$ cat src/rtl/alu_cmd_driver.sv
// Command-driven initiator for a simple execute/done ALU: fetches operands from a
// 4-entry register file, strobes execute, waits for done with timeout, returns a response.
module alu_cmd_driver #(
    parameter int unsigned WIDTH   = 8,
    parameter int unsigned TIMEOUT = 16
) (
    input  logic             clk,
    input  logic             rst_n,
    input  logic             cmd_valid,
    output logic             cmd_ready,
    input  logic [3:0]       cmd_opcode,
    input  logic [1:0]       cmd_src_a,
    input  logic [1:0]       cmd_src_b,
    input  logic [1:0]       cmd_dst,
    input  logic             cmd_wb,
    input  logic             reg_wr_en,
    input  logic [1:0]       reg_wr_addr,
    input  logic [WIDTH-1:0] reg_wr_data,
    input  logic [1:0]       reg_rd_addr,
    output logic [WIDTH-1:0] reg_rd_data,
    output logic [WIDTH-1:0] alu_a,
    output logic [WIDTH-1:0] alu_b,
    output logic [3:0]       alu_opcode,
    output logic             alu_execute,
    input  logic [WIDTH-1:0] alu_result,
    input  logic [3:0]       alu_flags,
    input  logic             alu_done,
    output logic             rsp_valid,
    input  logic             rsp_ready,
    output logic [WIDTH-1:0] rsp_result,
    output logic [3:0]       rsp_flags,
    output logic             rsp_timeout,
    output logic             busy
);

    localparam int unsigned      CNT_W    = $clog2(TIMEOUT);
    localparam logic [CNT_W-1:0] CNT_LAST = CNT_W'(TIMEOUT - 1);
    localparam logic [3:0]       OP_CMP   = 4'b1000;

    typedef enum logic [1:0] {
        S_IDLE,
        S_ISSUE,
        S_WAIT,
        S_RESP
    } state_t;

    state_t           state;
    state_t           state_nxt;
    logic [CNT_W-1:0] wait_cnt;
    logic [1:0]       dst_q;
    logic             wb_q;
    logic [WIDTH-1:0] regs [4];

    logic cmd_fire;
    logic done_hit;
    logic timeout_hit;
    logic wb_fire;

    assign cmd_ready   = (state == S_IDLE);
    assign rsp_valid   = (state == S_RESP);
    assign busy        = (state != S_IDLE);
    assign reg_rd_data = regs[reg_rd_addr];

    assign cmd_fire    = cmd_valid && (state == S_IDLE);
    assign done_hit    = (state == S_WAIT) && alu_done;
    assign timeout_hit = (state == S_WAIT) && !alu_done && (wait_cnt == CNT_LAST);
    assign wb_fire     = done_hit && wb_q && (alu_opcode != OP_CMP);

    // State register
    always_ff @(posedge clk or negedge rst_n) begin
        if (!rst_n) begin
            state <= S_IDLE;
        end else begin
            state <= state_nxt;
        end
    end

    // Next-state logic
    always_comb begin
        state_nxt = state;
        case (state)
            S_IDLE:  if (cmd_valid) state_nxt = S_ISSUE;
            S_ISSUE: state_nxt = S_WAIT;
            S_WAIT:  if (alu_done || (wait_cnt == CNT_LAST)) state_nxt = S_RESP;
            S_RESP:  if (rsp_ready) state_nxt = S_IDLE;
            default: state_nxt = S_IDLE;
        endcase
    end

    // ALU drive, wait counter and response capture
    always_ff @(posedge clk or negedge rst_n) begin
        if (!rst_n) begin
            alu_a       <= '0;
            alu_b       <= '0;
            alu_opcode  <= '0;
            alu_execute <= 1'b0;
            dst_q       <= '0;
            wb_q        <= 1'b0;
            wait_cnt    <= '0;
            rsp_result  <= '0;
            rsp_flags   <= '0;
            rsp_timeout <= 1'b0;
        end else begin
            // Strobe is high exactly during the ISSUE cycle
            alu_execute <= cmd_fire;
            if (cmd_fire) begin
                alu_a      <= regs[cmd_src_a];
                alu_b      <= regs[cmd_src_b];
                alu_opcode <= cmd_opcode;
                dst_q      <= cmd_dst;
                wb_q       <= cmd_wb;
            end
            if (state == S_ISSUE) begin
                wait_cnt <= '0;
            end else if ((state == S_WAIT) && !alu_done) begin
                wait_cnt <= wait_cnt + CNT_W'(1);
            end
            if (done_hit) begin
                rsp_result  <= alu_result;
                rsp_flags   <= alu_flags;
                rsp_timeout <= 1'b0;
            end else if (timeout_hit) begin
                rsp_result  <= '0;
                rsp_flags   <= '0;
                rsp_timeout <= 1'b1;
            end
        end
    end

    // Register file: writeback takes priority over a host write to the same entry
    always_ff @(posedge clk or negedge rst_n) begin
        if (!rst_n) begin
            for (int i = 0; i < 4; i++) begin
                regs[i] <= '0;
            end
        end else begin
            for (int i = 0; i < 4; i++) begin
                if (wb_fire && (dst_q == 2'(i))) begin
                    regs[i] <= alu_result;
                end else if (reg_wr_en && (reg_wr_addr == 2'(i))) begin
                    regs[i] <= reg_wr_data;
                end
            end
        end
    end

endmodule

$ cat config.mk
export PLATFORM = sky130hd
export DESIGN_NAME = alu_cmd_driver
export DESIGN_NICKNAME = d
export VERILOG_FILES = /design/src/rtl/alu_cmd_driver.sv
export SDC_FILE = /design/constraint.sdc
export NUM_CORES = 1
export LEC_CHECK = 0
export CAP_MARGIN = 5
export CORE_UTILIZATION = 55
export DETAILED_ROUTE_END_ITERATION = 7
export PLACE_DENSITY = 0.89
export SLEW_MARGIN = 20
export SYNTH_ARGS = -nofsm -noshare
export SYNTH_HDL_FRONTEND = slang
export SYNTH_SLANG_ARGS = --single-unit
$ cat constraint.sdc
create_clock -name clk -period 5 [get_ports clk]
set_input_delay 0.5 -clock clk [delete_from_list [all_inputs] [get_ports clk]]
set_output_delay 0.5 -clock clk [all_outputs]
set_load 0.02 [all_outputs]
==> results of run 1 <==
[cells by family after synthesis]
family,count (synthesis),share of synthesized area
xor+xnor,2,0.00450
compound gates,22,0.0424
fa+ha+maj,5,0.0161
mux,109,0.383
buf+inv,19,0.0222
simple gates,28,0.0495
flops,75,0.482
[state kept, by name, summed over array words and instances (netlist names)]
name / flops
alu_a: 8
alu_b: 8
alu_execute: 1
alu_opcode: 4
dst_q: 2
regs: 32
rsp_flags: 4
rsp_result: 8
rsp_timeout: 1
state: 2
wait_cnt: 4
wb_q: 1
[worst max-delay path: stages]
cell and delay, ns:
clkdlybuf4s50_1 0.84, mux4_2 0.59, clkdlybuf4s50_1 0.55
[final cells by class]
| cell class | instances | area, sq um | area share |
|---|---|---|---|
| clock inverter | 2 | 10.0 | 0.00201 |
| multi-input combinational | 166 | 1930 | 0.388 |
| timing repair buffer | 86 | 856 | 0.172 |
| inverter | 4 | 15.0 | 0.00302 |
| sequential | 75 | 1880 | 0.378 |
| tap | 96 | 120 | 0.0242 |
| clock buffer | 14 | 163 | 0.0327 |
[power breakdown]
group | switching [uW] | internal (uW) | total [uW]
Sequential | 254 | 889 | 1140
Clock | 211 | 206 | 418
Combinational | 558 | 815 | 1370
[metal layers]
layer / up-vias / track usage
met5: - / 0
met2: 115 / 0.403
met4: 0 / 0.102
met3: 12 / 0.0587
li1: 1168 / -
met1: 1355 / 0.338
[per-stage QoR]
stage,setup WS (ns),instance area (sq um)
after detailed placement,1.98,4800
after global placement,2.02,4800
final,2.02,4970
after CTS,1.98,4970
after global routing,1.91,4970
after floorplan,3.17,3890
[how the worst max path moves through the flow]
stage / start / end / depth (start not counted)
2_1_floorplan: reg_rd_addr[0] / reg_rd_data[0] / 2
5_1_grt: reg_rd_addr[0] / reg_rd_data[5] / 3
4_1_cts: reg_rd_addr[0] / reg_rd_data[5] / 3
3_3_place_gp: reg_rd_addr[0] / reg_rd_data[7] / 3
3_5_place_dp: reg_rd_addr[0] / reg_rd_data[5] / 3
6_report: reg_rd_addr[0] / reg_rd_data[5] / 3
[cell usage in the layout, fill, tap and decap left out]
cell	Yosys	final
clkdlybuf4s50_1	0	84
a22o_1	12	12
nand3b_1	3	3
nand2_1	1	1
mux2i_1	5	5
nor3b_2	1	1
a2bb2oi_1	1	1
clkbuf_8	0	11
clkbuf_1	4	3
mux4_2	24	24
o21ai_0	2	2
nand4_1	1	1
buf_4	0	2
dfrtp_1	75	75
and2_2	1	1
nor4_1	4	4
or3b_1	1	1
ha_1	5	5
or4b_1	1	1
nor4b_4	1	1
nand2b_1	2	2
mux2_2	80	80
nand3_1	3	3
clkinv_2	0	2
inv_1	4	4
or4_1	1	1
and3_1	1	1
o221a_2	1	1
nor2_1	5	5
or3_1	2	2
a21oi_1	6	6
xor2_1	2	2
==> impl_metrics.tcl, run 1 <==
set metrics [dict create \
    timing_worst_slew_pin_value_ns 1.02 \
    synth_top_cells_by_count "mux2_2, dfrtp_1, mux4_2" \
    maxSlewViolCount 0 \
    holdWs_ns 0.253 \
    insertedDiodeCount 0 \
    ys_types 31 \
    initial_core_util 0.570 \
    fin_cells 443 \
    power.leakage_uw 0.00206 \
    cts.sinks 75 \
    ff2ff_setup_slack_ns 2.84 \
    track_usage 0.253 \
    gr-total-overflow 0 \
    async_reset_ff_frac 1.00 \
    worst-endpoint-required_ns 4.50 \
    post_synth_main_area_contributors "dfrtp_1, mux2_2, mux4_2" \
    worst_setup_path_start_kind "primary input" \
    synth_area_per_cell_sq_um 15.0 \
    synth.largest_area_cell "dfrtp_1" \
    final_hold_viol_count 0 \
    count_of_port_buffers_added_during_placement 85 \
    grt_pass1_wl_mm 13.9 \
    number_of_global_route_vias_before_repair 2656 \
    finalWeightedCongestion 0.759 \
    cts_buffers 9 \
    share_of_final_layout_standard_cells_stronger_than_drive_strength_1 0.354 \
    area_growth_pct 27.7 \
    fmaxAchievable_ghz 0.336 \
    nFillCells 487 \
    worst_r2r_endpoint "regs[4]" \
    crit_fanout 8 \
    grt_setup_unrepaired "false" \
    yosys_warning_count 0 \
    design_power_total_uw 2930 \
    power_density_over_the_cells_nw_per_um2 590 \
    drt_wl_total_mm 8.56 \
    fin_tns_setup_ns 0 \
    commonest_register_cell_after_synthesis "dfrtp_1" \
    run_status "finished clean" \
    placementRows 30 \
    cts.root.buffer_cell "clkbuf_8" \
    ant_nets 0 \
    routed_wire_length_per_instance_microns 19.3 \
    cts_tree "done" \
    grt_start_max_net_pins 76 \
    drt_via_density 5.98 \
    die-area_sq_um 7420 \
    synthMostInstantiatedCell "mux2_2" \
    post_cts_buffers 0 \
    pin_count 86 \
    clk_transition_reported_paths_ns 0.07 \
    maxCapViolCount 0 \
    fin_util 0.727 \
    post-route-drc-count 0 \
    die_width_microns 86.1 \
    synth-seq-area-share 0.482 \
    fin_skew_ns 0.00720 \
    hp-class "primary input to asynchronous set/reset pin" \
    synth_enable_flop_cells 0 \
    routed_length_on_met2_mm 4.23 \
    cts-htree-levels 3 \
    cts_hold_repair.buffers 0 \
    cts.path.max_buffers 2 \
    report.final.setup_viol 0 \
    critPathKind "primary input to output pin" \
    crit_path_end_kind "output pin" \
    irDropWorstVdd_mv 0.338 \
    number_of_antenna_violations_at_the_first_check_in_global_routing 0 \
    met3_wirelength_microns 627 \
    core_box_area_sq_um 6830 \
    post_synth_inst_count 260 \
    routedLengthMet1_mm 3.57 \
    nNetsFinal 388 \
    top_layer "met4" \
    via_count 2650 \
    synth.cell_area_sq_um 3890 \
    detailed_place_hpwl_mm 6.15 \
    synth.top_cell.area_share 0.482 \
    ys_ff_latch 75 \
    timing.max_slew.rel_slack 0.317 \
    firstDrtPassIters 4 \
    cts_resized 0 \
    worstSkewPairLatency_ns 0.35 \
    detailedRoute.firstIterationViolations 150 \
    r2r_start "state[0]" \
    height_of_the_die_microns 86.1 \
    period_needed_ns 2.98 \
    net_count_of_the_mapped_netlist 306 \
    placedCellCount 427 \
    layout_worst_path_cycle_share 0.596 \
    r2r.worst_path.cells 5 \
    cp.arrival_ns 2.48 \
]
No activity file was read; power rests on OpenSTA's default activity.
==> inputs of run 2 (changes only) <==
- CORE_UTILIZATION: 55 -> 51
- PLACE_DENSITY: 0.89 -> 0.84
- clock period: 5 -> 2.8 ns (I/O delays scaled with it)
==> run 2 against run 1 <==
Effect of this change: cell area increased by 0.53%; power up 78%; cell count up 1.4%; global-route usage down 1.9 points; routed wire length fell by 0.21%; flip-flop and latch count unchanged; worst hold slack got worse by 0.19 ns; sequential power is 77% higher; critical path type unchanged; highest routed layer unchanged.
==> impl_metrics.tcl, run 2 (synthesis results as in run 1) <==
set metrics [dict create \
    worst_setup_path_start_kind "primary input" \
    fin_tns_setup_ns 0 \
    post_cts_buffers 0 \
    mostFrequentLayoutCells "clkdlybuf4s50_1, mux2_2, dfrtp_1, mux4_2, a22o_1" \
    r2r_start "state[0]" \
    hp-class "primary input to asynchronous set/reset pin" \
    cts_tree "done" \
    fin_area_sq_um 5000 \
    register_area_sq_um 1880 \
    largest_register_ffs 32 \
    power_density_over_the_cells_nw_per_um2 1040 \
    pin_count 86 \
    timing.critical_path.slowest_cell_delay_ns 0.55 \
    fin_cells 449 \
    cts_buffers 9 \
    via_count 2620 \
    crit_fanout 8 \
    report.final.setup_viol 0 \
    initial_core_util 0.531 \
    timing.critical_path.mode_cell "clkdlybuf4s50_1" \
    routed_wire_length_per_instance_microns 19.0 \
    cpMaxStageDelayCell "clkdlybuf4s50_1" \
    timing.max_slew.rel_slack 0.381 \
    period_needed_ns 2.31 \
    power.leakage_uw 0.00208 \
    finalWeightedCongestion 0.783 \
    critPathKind "primary input to output pin" \
    multiInputGateArea_sq_um 1930 \
    run_status "finished clean" \
    design_power_total_uw 5210 \
    crit_path_end_kind "output pin" \
    fmaxAchievable_ghz 0.433 \
    count_of_port_buffers_added_during_placement 85 \
    ff2ff_setup_slack_ns 0.64 \
    drt_wl_total_mm 8.54 \
    worst_r2r_endpoint "regs[13]" \
    placed_area_sq_um 4820 \
    post-route-drc-count 0 \
    number_of_global_route_vias_before_repair 2587 \
    crit_path_cell_trace "clkdlybuf4s50_1, buf_4, mux4_2, clkdlybuf4s50_1" \
    holdWs_ns 0.0600 \
    layout_worst_path_cycle_share 0.825 \
    placementRows 31 \
    placedCellCount 433 \
    grt_start_max_net_pins 76 \
    firstDrtPassIters 4 \
    detailed_place_hpwl_mm 6.14 \
    irDropWorstVdd_mv 0.555 \
    track_usage 0.233 \
    nNetsFinal 391 \
    nFillCells 540 \
    r2r.worst_path.cells 5 \
    die-area_sq_um 7990 \
    timing_worst_slew_pin_value_ns 0.929 \
    insertedDiodeCount 0 \
    grt_setup_unrepaired "false" \
    area_growth_pct 28.4 \
    layout_commonest_cell "clkdlybuf4s50_1" \
    cts.path.max_buffers 2 \
    fin_skew_ns 0.0126 \
    cts-htree-levels 3 \
    share_of_final_layout_standard_cells_stronger_than_drive_strength_1 0.360 \
    die_width_microns 89.4 \
    final_hold_viol_count 0 \
    height_of_the_die_microns 89.4 \
    cts_resized 0 \
    clk_transition_reported_paths_ns 0.08 \
    maxCapViolCount 0 \
    detailedRoute.firstIterationViolations 154 \
    drt_via_density 5.84 \
    worst-endpoint-required_ns 2.52 \
    core_box_area_sq_um 7330 \
    maxSlewViolCount 0 \
    max_flop_register "regs" \
    gr-total-overflow 0 \
    cts_hold_repair.buffers 0 \
    cp.arrival_ns 2.03 \
    cts.sinks 75 \
    number_of_antenna_violations_at_the_first_check_in_global_routing 0 \
    worstSkewPairLatency_ns 0.34 \
    ant_nets 0 \
    cts.root.buffer_cell "clkbuf_8" \
    grt_pass1_wl_mm 13.5 \
]
-- run 2: cell count changes in the layout (fill, tap and decap cells not counted) --
cell,change
buf_4,+3
-- run 2: worst max-delay path: cells and delay by family --
| family | cells | cell delay [ns] |
|---|---|---|
| muxes | 1 | 0.53 |
| buffers and inverters | 3 | 1.21 |
-- run 2: layout make-up --
type	count	share of cell area
clock buffers	14	0.0326
clock inverters	2	0.00200
inverters	4	0.00301
multi-input cells	166	0.386
flip-flops and latches	75	0.376
well taps	99	0.0248
repair buffers	89	0.176
-- run 2: where the power goes --
part | leakage, uW | internal [uW] | switching (uW)
sequential | 0.000904 | 1590 | 437
clock | 0.0000905 | 369 | 374
combinational | 0.00108 | 1460 | 983
-- run 2: routing by layer --
metal | share of wire | wire length, microns | vias up | global-route usage
met2 | 0.49 | 4180 | 101 | 0.380
met1 | 0.44 | 3740 | 1339 | 0.318
li1 | - | - | 1172 | -
met3 | 0.061 | 525 | 8 | 0.0388
met4 | 0.010 | 87 | 0 | 0.0851
met5 | 0 | 0 | - | 0
-- run 2: metrics by stage --
stage                     setup WS (ns)  utilization
final                             0.490        0.682
after global routing              0.426        0.682
after CTS                         0.478        0.682
after detailed placement          0.475        0.658
after global placement            0.476        0.658
after floorplan                   0.980            -
-- run 2: worst max path at each step --
stage                              start              to  slack (ns)  cells past startpoint
after detailed placement  reg_rd_addr[0]  reg_rd_data[2]        0.47                      4
final                     reg_rd_addr[0]  reg_rd_data[7]        0.49                      4
after CTS                 reg_rd_addr[0]  reg_rd_data[2]        0.48                      4
after global placement    reg_rd_addr[0]  reg_rd_data[7]        0.48                      4
after floorplan                 state[0]         regs[0]        0.98                      6
after global routing      reg_rd_addr[0]  reg_rd_data[7]        0.43                      4
==> inputs of run 3 (changes only) <==
- CORE_UTILIZATION: 51 -> 46
- PLACE_DENSITY: 0.84 -> 0.8
- clock period: 2.8 -> 1.9 ns (I/O delays scaled with it)
==> run 3 against run 2 <==
Effect of this change: global-route usage decreased by 0.79 points; clock power increased by 41%; sequential power increased by 48%; routed wire length increased by 4.7%; first-iteration DRC count decreased by 25%; count of clock-buffer cells in the layout decreased by 2; die area increased by 11%; sequential share of layout area decreased by 1.4 points; worst setup slack got worse by 0.46 ns; power increased by 47%; critical path type unchanged; largest cell class unchanged.
==> impl_metrics.tcl, run 3 (synthesis results as in run 1) <==
set metrics [dict create \
    worstSkewPairLatency_ns 0.34 \
    worst-endpoint-required_ns 1.71 \
    report.final.setup_viol 0 \
    cts_buffers 9 \
    detailedRoute.firstIterationViolations 116 \
    height_of_the_die_microns 94.0 \
    track_usage 0.226 \
    routed_wire_length_per_instance_microns 19.0 \
    die-area_sq_um 8830 \
    cpMaxStageDelayCell "clkdlybuf4s50_1" \
    cts.path.max_buffers 2 \
    detailed_place_hpwl_mm 6.56 \
    pin_count 86 \
    clk_transition_reported_paths_ns 0.08 \
    irDropWorstVdd_mv 0.794 \
    power_density_over_the_cells_nw_per_um2 1480 \
    worst_r2r_endpoint "regs[13]" \
    drt_wl_total_mm 8.94 \
    largest_register_ffs 32 \
    maxSlewViolCount 0 \
    timing.critical_path.slowest_cell_delay_ns 0.51 \
    cts_tree "done" \
    cts.sinks 75 \
    insertedDiodeCount 0 \
    number_of_global_route_vias_before_repair 2818 \
    cts-htree-levels 3 \
    count_of_port_buffers_added_during_placement 85 \
    firstDrtPassIters 4 \
    power.leakage_uw 0.00219 \
    grt_start_max_net_pins 33 \
    mostFrequentLayoutCells "mux2_2, dfrtp_1, clkdlybuf4s50_1, mux4_2, buf_4" \
    ant_nets 0 \
    fin_skew_ns 0.0101 \
    initial_core_util 0.474 \
    placementRows 33 \
    finalWeightedCongestion 0.782 \
    grt_pass1_wl_mm 14.6 \
    met3_wirelength_microns 525 \
    ff2ff_setup_slack_ns 0.06 \
    number_of_antenna_violations_at_the_first_check_in_global_routing 0 \
    maxCapViolCount 0 \
    timing_worst_slew_pin_value_ns 0.467 \
    fin_tns_setup_ns 0 \
    via_count 2689 \
    layout_worst_path_cycle_share 0.982 \
    post_cts_buffers 0 \
    period_needed_ns 1.87 \
    worst_setup_path_start_kind "primary input" \
    area_growth_pct 33.4 \
    routed_length_on_met2_mm 4.44 \
    crit_fanout 8 \
    nNetsFinal 408 \
    gr-total-overflow 0 \
    cp.arrival_ns 1.68 \
    crit_path_cell_trace "clkdlybuf4s50_1, buf_12, mux4_2, dlygate4sd2_1" \
    timing.max_slew.rel_slack 0.688 \
    core_box_area_sq_um 8220 \
    critPathKind "primary input to output pin" \
    top_layer "met4" \
    crit_path_end_kind "output pin" \
    drt_via_density 5.71 \
    r2r.worst_path.cells 6 \
    holdWs_ns 0.309 \
    die_width_microns 94.0 \
    post-route-drc-count 0 \
    r2r_start "state[0]" \
    fmaxAchievable_ghz 0.536 \
    routedLengthMet1_mm 3.87 \
    layout_commonest_cell "mux2_2" \
    cts.root.buffer_cell "clkbuf_8" \
    final_hold_viol_count 0 \
    share_of_final_layout_standard_cells_stronger_than_drive_strength_1 0.391 \
    max_flop_register "regs" \
    run_status "finished clean" \
    hp-class "primary input to asynchronous set/reset pin" \
]
[run 3: area by class of cell]
class                   count  area, sq um
fillers                   651         3030
clock buffers              12          145
flip-flops and latches     75         1880
clock inverters             3         15.0
repair buffers            106         1080
inverters                   4         15.0
multi-input cells         166         1930
well taps                 105          131
[run 3: layer usage]
metal | up-vias | track usage
met5 | - | 0
met4 | 0 | 0.0872
met3 | 12 | 0.0429
met2 | 96 | 0.370
met1 | 1374 | 0.295
li1 | 1207 | -
[run 3: worst max path at each step]
stage	start	endpoint	slack (ns)	cells after the start
finish	reg_rd_addr[0]	reg_rd_data[2]	0.03	4
global route	state[0]	regs[14]	-0.02	6
detailed placement	reg_rd_addr[0]	reg_rd_data[7]	-0.21	4
CTS	reg_rd_addr[0]	reg_rd_data[6]	0.006	4
global placement	reg_rd_addr[0]	reg_rd_data[7]	-0.21	4
floorplan	state[0]	regs[0]	0.08	6
[run 3: timing repair]
item | 4_1_cts | 5_1_grt
setup endpoints to repair | 10 | 9
hold buffers | 1 | 0
pin swaps | 0 | 0
hold endpoints to repair | 26 | 0
resized for setup | 11 | 4
[run 3: worst max-delay path, delay by kind of cell]
family | cells | cell delay [ns]
mux | 1 | 0.49
buf+inv | 3 | 0.99
[run 3: where the power goes]
group | internal [uW] | switching, uW | total (uW)
Clock | 498 | 557 | 1050
Sequential | 2340 | 641 | 2980
Combinational | 2160 | 1490 | 3640
[run 3: stage by stage]
step                cell area [sq um]  worst slack (ns)   util  instances  power [uW]
CTS                              5180           0.00629  0.631        471        7730
finish                           5190            0.0346  0.632        471        7680
detailed placement               5030            -0.209  0.612        455        6740
global placement                 5030            -0.210  0.612        455        6590
global route                     5190           -0.0155  0.632        471        8170
floorplan                        3890            0.0804      -        260        5140
